### src/rtl/bsk_prm_master.sv
// PRM board bus master: writes nibble/complement-encoded commands, indications and enable
// code to both PRM units. Readback verification is built only with BSK_PRM_MASTER_VERIFY_EN.
module bsk_prm_master #(
  parameter int unsigned STROBE_LEN     = 4,
  parameter int unsigned SETUP_LEN      = 2,
  parameter int unsigned REFRESH_PERIOD = 1000
) (
  input  logic        iClk,
  input  logic        iRes,
  input  logic        iStart,
  input  logic [31:0] iCom,
  input  logic [31:0] iInd,
  input  logic        iEnable,
  input  logic [15:0] iD,
  output logic [15:0] oD,
  output logic        oDOe,
  output logic        oRd,
  output logic        oWr,
  output logic [1:0]  oA,
  output logic [3:0]  oCS,
  output logic        oBusy,
  output logic        oDone,
  output logic [1:0]  oErr
);

  localparam int unsigned MaxPh = (STROBE_LEN > SETUP_LEN) ? STROBE_LEN : SETUP_LEN;
  localparam int unsigned PhW   = $clog2(MaxPh + 1);
  localparam int unsigned RefW  = $clog2(REFRESH_PERIOD);

  localparam logic [PhW-1:0]  SetupLast  = PhW'(SETUP_LEN - 1);
  localparam logic [PhW-1:0]  StrobeLast = PhW'(STROBE_LEN - 1);
  localparam logic [RefW-1:0] RefLast    = RefW'(REFRESH_PERIOD - 1);

`ifdef BSK_PRM_MASTER_VERIFY_EN
  localparam logic [2:0] LastStep = 3'd5;
`else
  localparam logic [2:0] LastStep = 3'd3;
`endif

  typedef enum logic [2:0] {StIdle, StSetup, StStrobe, StHold, StDone} state_e;

  state_e          state_q, state_d;
  logic [PhW-1:0]  cnt_q, cnt_d;
  logic [RefW-1:0] ref_q, ref_d;
  logic [2:0]      step_q, step_d;
  logic            unit_q, unit_d;
  logic            pend_q, pend_d;
  logic [31:0]     com_q, com_d;
  logic [31:0]     ind_q, ind_d;
  logic            en_q, en_d;
  logic            busy_q, busy_d;
  logic            done_q, done_d;
  logic [1:0]      err_q, err_d;

  logic [15:0]     d_q, d_d;
  logic            doe_q, doe_d;
  logic            rd_q, rd_d;
  logic            wr_q, wr_d;
  logic [1:0]      a_q, a_d;
  logic [3:0]      cs_q, cs_d;

  logic [15:0]     cmd_n;
  logic [15:0]     ind_n;
  logic            start;

  function automatic logic [15:0] enc_byte(input logic [7:0] b);
    return {~b[7:4], b[7:4], ~b[3:0], b[3:0]};
  endfunction

`ifdef BSK_PRM_MASTER_VERIFY_EN
  logic [15:0] cmd_q;
  assign cmd_q = unit_q ? com_q[31:16] : com_q[15:0];
`else
  logic unused_id;
  assign unused_id = ^iD;
`endif

  always_comb begin
    state_d = state_q;
    cnt_d   = cnt_q;
    ref_d   = ref_q;
    step_d  = step_q;
    unit_d  = unit_q;
    pend_d  = pend_q;
    com_d   = com_q;
    ind_d   = ind_q;
    en_d    = en_q;
    busy_d  = busy_q;
    done_d  = 1'b0;
    err_d   = err_q;
    start   = 1'b0;

    unique case (state_q)
      StIdle: begin
        if (iStart || pend_q || (ref_q == RefLast)) begin
          start = 1'b1;
        end else begin
          ref_d = ref_q + 1'b1;
        end
      end
      StSetup: begin
        if (cnt_q == SetupLast) begin
          state_d = StStrobe;
          cnt_d   = '0;
        end else begin
          cnt_d = cnt_q + 1'b1;
        end
      end
      StStrobe: begin
        if (cnt_q == StrobeLast) begin
          state_d = StHold;
          cnt_d   = '0;
`ifdef BSK_PRM_MASTER_VERIFY_EN
          // Readback is judged on the edge that ends the read strobe.
          if ((step_q == 3'd4) && (iD != ~cmd_q)) begin
            err_d[unit_q] = 1'b1;
          end
          if ((step_q == 3'd5) &&
              ((iD[15:8] != (8'hA6 + {7'd0, unit_q})) || (iD[0] != en_q))) begin
            err_d[unit_q] = 1'b1;
          end
`endif
        end else begin
          cnt_d = cnt_q + 1'b1;
        end
      end
      StHold: begin
        if ((step_q == LastStep) && unit_q) begin
          state_d = StDone;
        end else begin
          state_d = StSetup;
          if (step_q == LastStep) begin
            step_d = 3'd0;
            unit_d = 1'b1;
          end else begin
            step_d = step_q + 3'd1;
          end
        end
      end
      StDone: begin
        state_d = StIdle;
        busy_d  = 1'b0;
        done_d  = 1'b1;
      end
      default: state_d = StIdle;
    endcase

    if (iStart && (state_q != StIdle)) begin
      pend_d = 1'b1;
    end

    if (start) begin
      state_d = StSetup;
      cnt_d   = '0;
      ref_d   = '0;
      step_d  = 3'd0;
      unit_d  = 1'b0;
      pend_d  = 1'b0;
      com_d   = iCom;
      ind_d   = iInd;
      en_d    = iEnable;
      busy_d  = 1'b1;
      err_d   = 2'b00;
    end
  end

  // Bus outputs are registered from the next state so they never glitch.
  always_comb begin
    cmd_n = unit_d ? com_d[31:16] : com_d[15:0];
    ind_n = unit_d ? ind_d[31:16] : ind_d[15:0];
    d_d   = '0;
    doe_d = 1'b0;
    rd_d  = 1'b1;
    wr_d  = 1'b1;
    a_d   = 2'b00;
    cs_d  = 4'b1111;
    if ((state_d == StSetup) || (state_d == StStrobe) || (state_d == StHold)) begin
      cs_d = unit_d ? 4'b0101 : 4'b0111;
      case (step_d)
        3'd0: begin
          a_d = 2'b00;
          d_d = enc_byte(cmd_n[7:0]);
        end
        3'd1: begin
          a_d = 2'b01;
          d_d = enc_byte(cmd_n[15:8]);
        end
        3'd2: begin
          a_d = 2'b10;
          d_d = ind_n;
        end
        3'd3: begin
          a_d = 2'b11;
          d_d = {8'h00, en_d ? 8'hE1 : 8'h00};
        end
        3'd4:    a_d = 2'b01;
        default: a_d = 2'b11;
      endcase
      doe_d = (step_d < 3'd4);
      if (state_d == StStrobe) begin
        if (doe_d) begin
          wr_d = 1'b0;
        end else begin
          rd_d = 1'b0;
        end
      end
    end
  end

  always_ff @(posedge iClk) begin
    if (iRes) begin
      state_q <= StIdle;
      cnt_q   <= '0;
      ref_q   <= '0;
      step_q  <= 3'd0;
      unit_q  <= 1'b0;
      pend_q  <= 1'b0;
      com_q   <= '0;
      ind_q   <= '0;
      en_q    <= 1'b0;
      busy_q  <= 1'b0;
      done_q  <= 1'b0;
      err_q   <= 2'b00;
      d_q     <= '0;
      doe_q   <= 1'b0;
      rd_q    <= 1'b1;
      wr_q    <= 1'b1;
      a_q     <= 2'b00;
      cs_q    <= 4'b1111;
    end else begin
      state_q <= state_d;
      cnt_q   <= cnt_d;
      ref_q   <= ref_d;
      step_q  <= step_d;
      unit_q  <= unit_d;
      pend_q  <= pend_d;
      com_q   <= com_d;
      ind_q   <= ind_d;
      en_q    <= en_d;
      busy_q  <= busy_d;
      done_q  <= done_d;
      err_q   <= err_d;
      d_q     <= d_d;
      doe_q   <= doe_d;
      rd_q    <= rd_d;
      wr_q    <= wr_d;
      a_q     <= a_d;
      cs_q    <= cs_d;
    end
  end

  assign oD    = d_q;
  assign oDOe  = doe_q;
  assign oRd   = rd_q;
  assign oWr   = wr_q;
  assign oA    = a_q;
  assign oCS   = cs_q;
  assign oBusy = busy_q;
  assign oDone = done_q;
`ifdef BSK_PRM_MASTER_VERIFY_EN
  assign oErr  = err_q;
`else
  assign oErr  = 2'b00;
`endif

endmodule

### config.mk
export PLATFORM = sky130hd
export DESIGN_NAME = bsk_prm_master
export DESIGN_NICKNAME = d
export VERILOG_FILES = /design/src/rtl/bsk_prm_master.sv
export SDC_FILE = /design/constraint.sdc
export NUM_CORES = 1
export LEC_CHECK = 0
export BUFFER_PORTS_ARGS = -buffer_cell sky130_fd_sc_hd__buf_2
export CORE_ASPECT_RATIO = 1.1
export CORE_UTILIZATION = 45
export CTS_CLUSTER_DIAMETER = 80
export DETAILED_ROUTE_END_ITERATION = 12
export PLACE_DENSITY = 0.68
export SYNTH_ARGS = -nofsm -noshare
export SYNTH_HDL_FRONTEND = slang
export SYNTH_SLANG_ARGS = --single-unit
### constraint.sdc
create_clock -name iClk -period 2.8 [get_ports iClk]
set_input_delay 0.14 -clock iClk [delete_from_list [all_inputs] [get_ports iClk]]
set_output_delay 0.14 -clock iClk [all_outputs]
set_load 0.03 [all_outputs]
==> flow_summary.yaml <==
status:
  status: "finished, final reports clean"
drt:
  avgViaCountPerCell: 5.383
  route.detailed.drc: 0
  ant_nets: 0
  dr.pass1.iters: 5
  via_count: 4446
  detail_route.wl_per_cell_um: 15.21
  routed_wl_mm: 12.57
  drtIter0Drc: 256
global_routing:
  antenna_found_initial: 0
  grt_pass1_vias: 4232
  overflow: 0
  grt_max_degree: 75
  grt_use_total: 0.2174
  grt_pass1_wl_mm: 20.45
clock_network:
  clkTransAtPathRegs_ns: 0.08
  root_buffer: "clkbuf_16"
  clock_path_buffers: 2
  clkSinkCount: 111
  clk_latency_ns: 0.35
  htreeDepth: 3
  numCtsBuffers: 9
  tritoncts: "done"
place:
  io_buffers: 92
  dp_cells: 808
  dpl.hpwl_mm: 8.942
  place_congestion: 0.9182
  place_ws_ns: 0.1758
floorplanning:
  rows: 40
  start_util: 0.4663
  die_w_um: 104.1
  core_um2: 11060
  die_h_um: 114.3
  die-area_um2: 11890
  pin_count: 113
sta:
  fmax_mhz: 381.8
  setup_slack_ns: 0.1807
  skew_ns: 0.01405
  hold_viol_final: 0
  period_needed_ns: 2.619
  tightestPinTransition_ns: 0.7437
  drv_slew: 0
  fin_tns_setup_ns: 0
  setup_viol_count_final: 0
  fin_crit_sh: 0.9355
  slew_headroom: 0.5042
  rsz0062_at_grt: "no"
  hold_slack_ns: 0.02060
worst_setup_path:
  slowest_stage: "dfxtp_1"
  r2r-start: "step_q[0]$_SDFF_PP0_"
  critPathMaxStageDelay_ns: 0.53
  endpoint: "oD[9]$_SDFF_PP0_"
  critPathKind: "reg -> reg"
  worst-path-buf-inv: 1
  rr_worst_depth: 7
  path_cells: "ha_2 -> nand4b_2 -> o21ai_4 -> buf_12 -> mux2_2 -> a222oi_1 -> a211oi_1"
  critical-path-top-delay-family: "compound AO/OA/AOI/OAI gates"
  worstSetupEndpointType: "flop"
  worstPathRequired_ns: 3.00
  reg2reg_to: "oD[9]$_SDFF_PP0_"
  worstSetupStartpointType: "flop"
  startpoint: "step_q[0]$_SDFF_PP0_"
  crit_arrival_ns: 2.82
  critPathMaxFanout: 24
  cp_num_cells: 7
  r2r_setup_slack_ns: 0.18
synth:
  synth_edf_count: 0
  postSynthAreaPerCell_um2: 8.610
  ys_warn_count: 0
  synthTopCellsByArea: "dfxtp_1 43%, nand2_1 11%, a21oi_1 7.3%"
  synth_area_leader_cell: "dfxtp_1"
  synthDistinctLibCells: 69
  synth_cells: 599
  synth_top_area_share: 0.4309
  synth_seq_area_share: 0.4309
  async_flop_share: 0
  synth_area_um2: 5157
  synth-seq-cells: 111
  synth_ff_type: "dfxtp_1"
power_and_ir_drop:
  ir_worst_vdd_uv: 514.4
  powerDensity_nw_per_um2: 601.9
  fin_total_pwr_mw: 3.630
  p_leak_nw: 2.430
cells_and_area:
  drive_gt1_frac: 0.2666
  syn2layout_area_growth_pct: 16.93
  nFillCells: 1044
  diodes: 0
  instances_no_fill: 826
  fin_nets: 764
  final_cell_mix: "145 x nand2_1, 111 x dfxtp_1, 92 x buf_2"
  final_common_cell: "nand2_1"
min_path:
  hold_depth: 3
  hold_path_class: "in -> reg"
job:
  cap_violations: 0
==> state kept, by name, summed over array words and instances (netlist names) <==
register  count
step_q        3
ind_q        32
ref_q        10
com_q        32
state_q       3
oDone         1
oRd           1
oBusy         1
oD           16
oDOe          1
oCS           2
pend_q        1
en_q          1
oA            2
unit_q        1
cnt_q         3
oWr           1
==> kinds of logic after synthesis <==
logic type,synth area share
AND/OR/NAND/NOR,0.2166
AO/OA/AOI/OAI,0.1873
flip-flops,0.4309
buffers and inverters,0.05531
multiplexers,0.07690
XOR/XNOR,0.01698
adder cells (fa/ha/maj),0.01456
other,0.001456
==> through the flow <==
step,utilization,instance area (um^2)
6_report,0.5452,6031
5_1_grt,0.5452,6031
4_1_cts,0.5450,6028
3_5_place_dp,0.5171,5719
3_3_place_gp,0.5171,5719
2_1_floorplan,-,5165
==> metal layers <==
layer / track usage / part of all wire
met1: 0.2514 / 0.42
met3: 0.04610 / 0.049
met2: 0.3978 / 0.51
met4: 0.07619 / 0.024
met5: 0 / 0
==> tightest hold or removal path, stage by stage <==
cell,delay [ns]
buf_2,0.10
nand2_1,0.04
a21oi_1,0.05
==> timing repair <==
action                                 in CTS  in global routing
setup buffers                               0                  0
endpoints found under the hold margin       2                  0
hold buffers                                2                  0
setup endpoints to repair                   0                  3
resized for setup                           0                  1
==> where the power goes <==
| group | switching [mW] | internal (mW) | leakage (nW) |
|---|---|---|---|
| Combinational | 0.386 | 0.245 | 1.38 |
| Clock | 0.592 | 0.641 | 0.141 |
| Sequential | 0.0706 | 1.70 | 0.910 |
| Total | 1.05 | 2.58 | 2.43 |
==> synthesized netlist by cell type (6+ instances only) <==
cell,instances
nand2_1,146
dfxtp_1,111
a21oi_1,75
mux2_2,29
nor2_1,29
buf_2,21
clkbuf_1,14
nand3_1,12
o21ai_0,10
xnor2_1,9
buf_4,8
inv_1,8
mux2i_1,7
a211oi_1,6
ha_1,6
nand2b_1,6
nor2b_1,6
nor4_2,6
==> layout make-up <==
cell class | count | area (um^2) | area share
multi-input cells | 435 | 2675 | 0.4436
repair buffers | 109 | 630.6 | 0.1046
flip-flops and latches | 111 | 2222 | 0.3685
clock inverters | 6 | 50.05 | 0.008299
clock buffers | 10 | 239.0 | 0.03963
inverters | 8 | 30.03 | 0.004979
well taps | 147 | 183.9 | 0.03050
==> how the worst min path moves through the flow <==
stage                         from              endpoint  slack [ns]
after floorplan            iCom[5]     oD[13]$_SDFF_PP0_        0.23
after global placement     iCom[5]     oD[13]$_SDFF_PP0_        0.36
after detailed placement   iCom[5]     oD[13]$_SDFF_PP0_        0.36
after CTS                  iCom[7]     oD[15]$_SDFF_PP0_       0.009
after global routing       iCom[7]     oD[15]$_SDFF_PP0_        0.02
final                     iCom[24]  com_q[24]$_SDFF_PP0_        0.02
(Power assumes the default switching activity.)
